<file path="src/rtl/serial_tx.sv">
// serial_tx: 8N1 serial transmitter with latched byte and 7-seg nibble view.
// Define SERIAL_TX_PARITY_EN to insert an even-parity bit after the data bits.
module serial_tx #(
  parameter int unsigned CLKS_PER_BIT = 4
) (
  input  logic       clk,
  input  logic       rst_n,
  input  logic [7:0] set,
  input  logic       start,
  output logic       serial_out,
  output logic       busy,
  output logic       done,
  output logic [7:0] out_light,
  output logic [6:0] numa,
  output logic [6:0] numb
);

  localparam logic [7:0] CNT_LAST = 8'(CLKS_PER_BIT - 1);
  localparam logic [6:0] SEG_ZERO = 7'b1000000;

  typedef enum logic [2:0] {
    S_IDLE,
    S_START,
    S_DATA,
`ifdef SERIAL_TX_PARITY_EN
    S_PARITY,
`endif
    S_STOP
  } state_t;

  state_t     state_q, state_d;
  logic [7:0] cnt_q, cnt_d;
  logic [2:0] bit_q, bit_d;
  logic [7:0] tx_byte_q, tx_byte_d;
  logic [7:0] light_q, light_d;
  logic       ser_q, ser_d;
  logic       busy_q, busy_d;
  logic       done_q, done_d;
  logic [6:0] numa_q, numa_d;
  logic [6:0] numb_q, numb_d;
  logic       bit_end;

  // active-low g..a segment code for one hex digit
  function automatic logic [6:0] seg7(input logic [3:0] v);
    logic [6:0] s;
    case (v)
      4'h0:    s = 7'b1000000;
      4'h1:    s = 7'b1111001;
      4'h2:    s = 7'b0100100;
      4'h3:    s = 7'b0110000;
      4'h4:    s = 7'b0011001;
      4'h5:    s = 7'b0010010;
      4'h6:    s = 7'b0000010;
      4'h7:    s = 7'b1111000;
      4'h8:    s = 7'b0000000;
      4'h9:    s = 7'b0010000;
      4'hA:    s = 7'b0001000;
      4'hB:    s = 7'b0000011;
      4'hC:    s = 7'b1000110;
      4'hD:    s = 7'b0100001;
      4'hE:    s = 7'b0000110;
      default: s = 7'b0001110;
    endcase
    return s;
  endfunction

  assign bit_end = (cnt_q == CNT_LAST);

  // next-state, bit timing and output computation
  always_comb begin
    state_d   = state_q;
    bit_d     = bit_q;
    tx_byte_d = tx_byte_q;
    light_d   = light_q;
    ser_d     = ser_q;
    busy_d    = busy_q;
    done_d    = 1'b0;
    cnt_d     = bit_end ? 8'd0 : cnt_q + 8'd1;
    numa_d    = seg7(tx_byte_q[7:4]);
    numb_d    = seg7(tx_byte_q[3:0]);
    unique case (state_q)
      S_IDLE: begin
        cnt_d  = 8'd0;
        bit_d  = 3'd0;
        ser_d  = 1'b1;
        busy_d = 1'b0;
        if (start) begin
          tx_byte_d = set;
          light_d   = set;
          busy_d    = 1'b1;
          ser_d     = 1'b0;
          state_d   = S_START;
        end
      end
      S_START: begin
        if (bit_end) begin
          ser_d   = light_q[0];
          bit_d   = 3'd0;
          state_d = S_DATA;
        end
      end
      S_DATA: begin
        if (bit_end) begin
          light_d = {1'b0, light_q[7:1]};
          if (bit_q == 3'd7) begin
`ifdef SERIAL_TX_PARITY_EN
            ser_d   = ^tx_byte_q;
            state_d = S_PARITY;
`else
            ser_d   = 1'b1;
            state_d = S_STOP;
`endif
          end else begin
            bit_d = bit_q + 3'd1;
            ser_d = light_q[1];
          end
        end
      end
`ifdef SERIAL_TX_PARITY_EN
      S_PARITY: begin
        if (bit_end) begin
          ser_d   = 1'b1;
          state_d = S_STOP;
        end
      end
`endif
      S_STOP: begin
        if (bit_end) begin
          busy_d  = 1'b0;
          done_d  = 1'b1;
          state_d = S_IDLE;
        end
      end
      default: begin
        cnt_d   = 8'd0;
        ser_d   = 1'b1;
        busy_d  = 1'b0;
        state_d = S_IDLE;
      end
    endcase
  end

  // state register with synchronous active-low reset
  always_ff @(posedge clk) begin
    if (!rst_n) begin
      state_q   <= S_IDLE;
      cnt_q     <= 8'd0;
      bit_q     <= 3'd0;
      tx_byte_q <= 8'd0;
      light_q   <= 8'd0;
      ser_q     <= 1'b1;
      busy_q    <= 1'b0;
      done_q    <= 1'b0;
      numa_q    <= SEG_ZERO;
      numb_q    <= SEG_ZERO;
    end else begin
      state_q   <= state_d;
      cnt_q     <= cnt_d;
      bit_q     <= bit_d;
      tx_byte_q <= tx_byte_d;
      light_q   <= light_d;
      ser_q     <= ser_d;
      busy_q    <= busy_d;
      done_q    <= done_d;
      numa_q    <= numa_d;
      numb_q    <= numb_d;
    end
  end

  assign serial_out = ser_q;
  assign busy       = busy_q;
  assign done       = done_q;
  assign out_light  = light_q;
  assign numa       = numa_q;
  assign numb       = numb_q;

endmodule

</file>
<file path="config.mk">
export PLATFORM = sky130hd
export DESIGN_NAME = serial_tx
export DESIGN_NICKNAME = d
export VERILOG_FILES = /design/src/rtl/serial_tx.sv
export SDC_FILE = /design/constraint.sdc
export NUM_CORES = 1
export LEC_CHECK = 0
export BUFFER_PORTS_ARGS = -buffer_cell sky130_fd_sc_hd__buf_4
export CORE_ASPECT_RATIO = 0.7
export CORE_UTILIZATION = 40
export CTS_CLUSTER_SIZE = 8
export DETAILED_ROUTE_END_ITERATION = 16
export GPL_TIMING_DRIVEN = 0
export PLACE_DENSITY_LB_ADDON = 0.25
export RECOVER_POWER = 25
export SETUP_SLACK_MARGIN = 0.4
export SLEW_MARGIN = 20
export SYNTH_ARGS = -nofsm -noshare
export SYNTH_HDL_FRONTEND = slang
export SYNTH_SLANG_ARGS = --single-unit
</file>
<file path="constraint.sdc">
create_clock -name clk -period 2 [get_ports clk]
set_input_delay 0.3 -clock clk [delete_from_list [all_inputs] [get_ports clk]]
set_output_delay 0.3 -clock clk [all_outputs]
set_load 0.01 [all_outputs]
</file>
**Yosys cells after proc, flatten, opt, wreduce, memory -nomap -nowiden**

Memory sizes are Yosys's and may differ from the RTL's. A register that Yosys moved wholly into a read port is not among the register bits.
Cells that the tools add are included.

- $add $sub $neg: 2
- Eq/ne operators: 11
- Mux-type cells: 21
- Bitwise gates (word level): 4
- Reductions and logical operators: 15

Operators by type and width:

| operator | count |
|---|---|
| $mux 3 | 7 |
| $mux 8 | 2 |
| $pmux 8 s2 | 1 |
| $ne 2x2->1 const B | 6 |
| $pmux 3 s4 | 1 |
| $pmux 3 s3 | 1 |
| $add 8x1->8 const B | 1 |
| $eq 8x2->1 const B | 1 |
| $mux 1 | 7 |
| $eq 3x2->1 const B | 2 |
| $reduce_and 2->1 | 3 |
| $reduce_and 3->1 | 2 |
| $reduce_or 3->1 | 2 |
| $reduce_and 5->1 | 1 |
| $not 1->1 | 4 |
| $pmux 1 s4 | 1 |
| $reduce_and 4->1 | 1 |
| $add 3x1->3 const B | 1 |
| $eq 3x1->1 const B | 1 |
| $eq 3x3->1 const B | 1 |
| $logic_not 3->1 | 1 |
| $pmux 1 s3 | 1 |
| $reduce_bool 3->1 | 1 |
| $logic_not 1->1 | 2 |
| 2 further kinds | 2 |

- Register bits: 33
- Bits in read-only memories: 224
- Bits of input ports: 11
- Output and inout port bits: 25
- Logic and storage cells: 63
- Memories: 2

Memory list:

| name | words | bits a word | read ports | clocked after memory_dff | write ports | line | RTL |
|---|---|---|---|---|---|---|---|
| (name not given) | 16 | 7 | 1 | 1 | 0 | 46 | `case (v)` |
| (name not given) | 16 | 7 | 1 | 1 | 0 | 46 |  |

**Depth between registers and ports, before layout**

- Word-level depth: 4
- Mapped depth: 6
- Mapped depth without buffers: 6

**Least setup slack after synthesis**

Ideal clock, no wire load.

- Path type: register to register
- From: reg state_q[0]
- To: reg ser_q (netlist: serial_out)
- Setup time: 0.121 ns
- Arrival: 1.511 ns
- Required time: 1.879 ns
- Setup slack: 0.368 ns
- Cell stages (with the launch flop): 7
- Buffers on the path: 0
- Period minus slack after synthesis: 1.632 ns
- Cell sequence: dfxtp_1 -> inv_1 -> ha_1 -> nor2b_1 -> a2111oi_0 -> nand2_1 -> mux2_4

- Word-level cells in the longest chain between the ends: 3
- Elaborated cells on any way between the ends: 9
- Classes of those cells: eq/ne (5); mux (1); bitwise (1); reduce/logical (2)

Ends and longest elaborated chain:

| what | line | RTL |
|---|---|---|
| start, declared | 31 | `state_t state_q, state_d;` |
| start signal, assigned | 157 | `state_q <= state_d;` |
| $eq 3x1->1 / $eq 3x2->1 (equally long branches) | 81 | `unique case (state_q)` |
| $ne 2x2->1 (no source line) / $not 1->1 (equally long branches) | - |  |
| $reduce_and 3->1 (no source line) | - |  |
| end signal, assigned | 162 | `ser_q <= ser_d;` |
| end, declared | 36 | `logic ser_q, ser_d;` |

Several ways; a longest one is shown, not always the timed one.
A chain may end at the register's enable or synchronous reset.

**Worst setup path after layout**

- From: reg cnt_q[4]
- To: reg ser_q (netlist: serial_out)

- Word-level cells in the longest chain between the ends: 3
- Elaborated cells on any way between the ends: 4
- Classes of those cells: eq/ne (3); reduce/logical (1)

Ends and longest elaborated chain:

| what | line | RTL |
|---|---|---|
| start, declared | 32 | `logic [7:0] cnt_q, cnt_d;` |
| start signal, assigned | 158 | `cnt_q <= cnt_d;` |
| $eq 8x2->1 * | 67 | `assign bit_end = (cnt_q == CNT_LAST);` |
| $ne 2x2->1 (no source line) | - |  |
| $reduce_and 3->1 (no source line) * | - |  |

Mark *: on every way between the ends. The rest lies on a longest branch, timed or not.

==> results.yml <==
status:
  status: "complete, no violations"
timing:
  period_share_pct: 80.1
  final_hold_viol_count: 0
  setup_viol: 0
  maxClockFrequency_ghz: 0.624
  clock_skew_ps: 6.17
  rsz0062_at_grt: "true"
  fin_crit_ps: 1600
  drv_slew: 0
  final.setup.tns_ps: 0
  max_slew_margin_pct: 58.5
  tightest_slew_ps: 623
  whs_ps: 256
  setup_ws_ps: 398
worst_setup_path:
  r2r_slack_ps: 400
  critPathLaunchType: "register"
  timing_worst_setup_path_type: "reg2reg"
  crit_family: "simple AND/OR/NAND/NOR gates"
  crit_arrival_ps: 1790
  crit_chain: "nor4_4 -> and2_4 -> buf_6 -> o21bai_2 -> mux2_4"
  rr_endpoint: "serial_out$_SDFFE_PN1P_"
  reg2reg_from: "cnt_q[4]$_SDFF_PP0_"
  end_kind: "register"
  cp.buffers_inverters: 1
  required_ps: 2190
  path_depth: 5
  rr_worst_depth: 5
  path_max_fanout: 10
  crit_slowest_cell: "nor4_4"
  cp_slowest_stage_delay_ps: 380
pwr:
  peakVddDrop_v: 0.000558
  pwr_density_cell_nw_per_um2: 1090
  p_total_mw: 3.00
  leakagePower_nw: 1.10
clocking:
  h-tree-depth: 2
  path_clk_slew_ps: 80
  numCtsBuffers: 5
  clock_latency_ps: 290
  hold_buffers: 0
  cts_sinks: 46
  cts_buffer_depth: 2
  clockRootBuffer: "clkbuf_8"
  tritoncts: "yes"
finish:
  synthToLayoutAreaGrowth_pct: 21.0
  final_area_um2: 2760
  multiInputGateArea_um2: 1360
  drive_gt1_share_pct: 18.9
  seqCellArea_um2: 930
  nNetsFinal: 323
  nFillCells: 531
  antennaDiodeCount: 0
  layout_commonest_cell: "dfxtp_1"
  mostFrequentLayoutCells: "dfxtp_1, nand2_1, clkbuf_1"
route:
  wirelength_um: 5020
  drt-initial-drc-count: 65
  via_per_inst: 5.10
  drc_errors: 0
  antenna_left: 0
  vias: 1850
  drt-wirelength-per-cell_um: 13.8
  first_pass_iters: 7
placement:
  gp_congestion: 0.805
  port_buffers: 35
  dp_slack_ps: 88.4
  place_hpwl_um: 3600
  place_area_um2: 2640
min_path:
  min_from: "set[6]"
  hold_class: "in2reg"
  min_path_cells: 3
  min_to: "tx_byte_q[6]$_SDFFE_PN0P_"
floorplan:
  dieWidth_um: 92.2
  initial_core_util_pct: 42.5
  core_area_um2: 5370
  num_rows: 22
  ioPinCount: 36
  fp.dieArea_um2: 6010
  die_y_um: 65.2
global_route:
  antenna_found_initial: 0
  first_global_vias: 1745
  grt_max_degree: 13
  grt_overflow: 0
  grt_pass1_wl_um: 8470
  grt.total_usage_pct: 18.1
synthesis:
  synth_compound_area_share_pct: 19.1
  synth-seq-cells: 46
  synth_area_um2: 2280
  synth_adder_area_share_pct: 11.5
  synth_top_family_by_area: "compound AO/OA/AOI/OAI gates"
  synth.avg_cell_area_um2: 9.19
  yosysWarnings: 0
  synthSimpleGateAreaFrac_pct: 17.5
  synth_ff_type: "dfxtp_1"
  synth_edf_count: 0
  synth_mux_area_share_pct: 5.16
  syn_nets: 280
  ys_async_sr_fraction_pct: 0
  synth_seq_area_share_pct: 40.4
  synth_xor_area_share_pct: 2.31
  postSynthCellCount: 248
  ys_types: 44
job:
  max_cap_viol_count: 0
==> final cells by class <==
type	instances	share of cell area, %
multi-input combinational	180	49.3
sequential	46	33.7
timing repair buffer	36	7.48
tap	72	3.27
clock buffer	7	2.77
buffer	12	2.04
inverter	10	1.45
==> layer usage <==
metal | vias up | global-route usage [%] | wire (um)
met4 | 0 | 4.69 | 41
met5 | - | 0 | 0
met1 | 858 | 26.0 | 2660
met3 | 4 | 3.70 | 194
met2 | 36 | 27.7 | 2130
li1 | 952 | - | -
==> metrics by stage <==
| step | cells | utilization (%) |
|---|---|---|
| after floorplan | 248 | - |
| after global placement | 355 | 49.2 |
| after detailed placement | 355 | 49.2 |
| after CTS | 362 | 52.1 |
| after global routing | 363 | 51.4 |
| final | 363 | 51.4 |
==> Yosys cell counts, types with 4 or more instances <==
| cell | count | area share, % |
|---|---|---|
| dfxtp_1 | 46 | 40 |
| nand2_1 | 33 | 5.4 |
| nor2_1 | 27 | 4.4 |
| ha_1 | 21 | 12 |
| a21oi_1 | 10 | 2.2 |
| inv_1 | 10 | 1.6 |
| clkbuf_1 | 8 | 1.3 |
| mux2i_1 | 8 | 3.5 |
| a32o_1 | 7 | 3.1 |
| a21boi_0 | 6 | 2.0 |
| a211oi_1 | 5 | 1.6 |
| a22o_1 | 5 | 1.9 |
| nand3_1 | 5 | 1.1 |
| o21ai_0 | 5 | 1.1 |
| xor2_1 | 5 | 1.9 |
| a32oi_1 | 4 | 1.5 |
| nor2b_1 | 4 | 1.1 |
==> flip-flops by register name (all words and copies together) (netlist names) <==
signal	count
numa	7
bit_q	3
cnt_q	8
serial_out	1
out_light	8
tx_byte_q	8
numb	7
done	1
state_q	2
busy	1
==> kinds of logic after synthesis <==
family | count (synthesis)
adder cells (fa/ha/maj) | 21
buffers and inverters | 22
AO/OA/AOI/OAI | 57
XOR/XNOR | 6
flip-flops | 46
multiplexers | 11
AND/OR/NAND/NOR | 85
==> tightest hold or removal path, stage by stage <==
cell and delay [ps]:
buf_4 110, nand2_1 50, a21oi_1 50
==> repair_timing <==
item,4_1_cts,5_1_grt
pin swaps,0,2
buffers inserted,0,1
cloned,0,0
resized for setup,21,9
setup endpoints to repair,24,21
==> how the worst max path moves through the flow <==
stage	start	to	slack, ps
floorplan	state_q[0]$_SDFFE_PN0P_	serial_out$_SDFFE_PN1P_	410
global placement	state_q[0]$_SDFFE_PN0P_	out_light[5]$_SDFFE_PN0P_	120
detailed placement	state_q[0]$_SDFFE_PN0P_	out_light[6]$_SDFFE_PN0P_	90
CTS	state_q[1]$_SDFFE_PN0P_	serial_out$_SDFFE_PN1P_	410
global route	cnt_q[0]$_SDFF_PP0_	serial_out$_SDFFE_PN1P_	320
finish	cnt_q[4]$_SDFF_PP0_	serial_out$_SDFFE_PN1P_	400
==> power breakdown <==
| group | switching (mW) | total (mW) | internal [mW] |
|---|---|---|---|
| Combinational | 0.682 | 1.24 | 0.559 |
| Clock | 0.287 | 0.528 | 0.241 |
| Sequential | 0.145 | 1.24 | 1.09 |
Power figures use the tool's default switching activity.
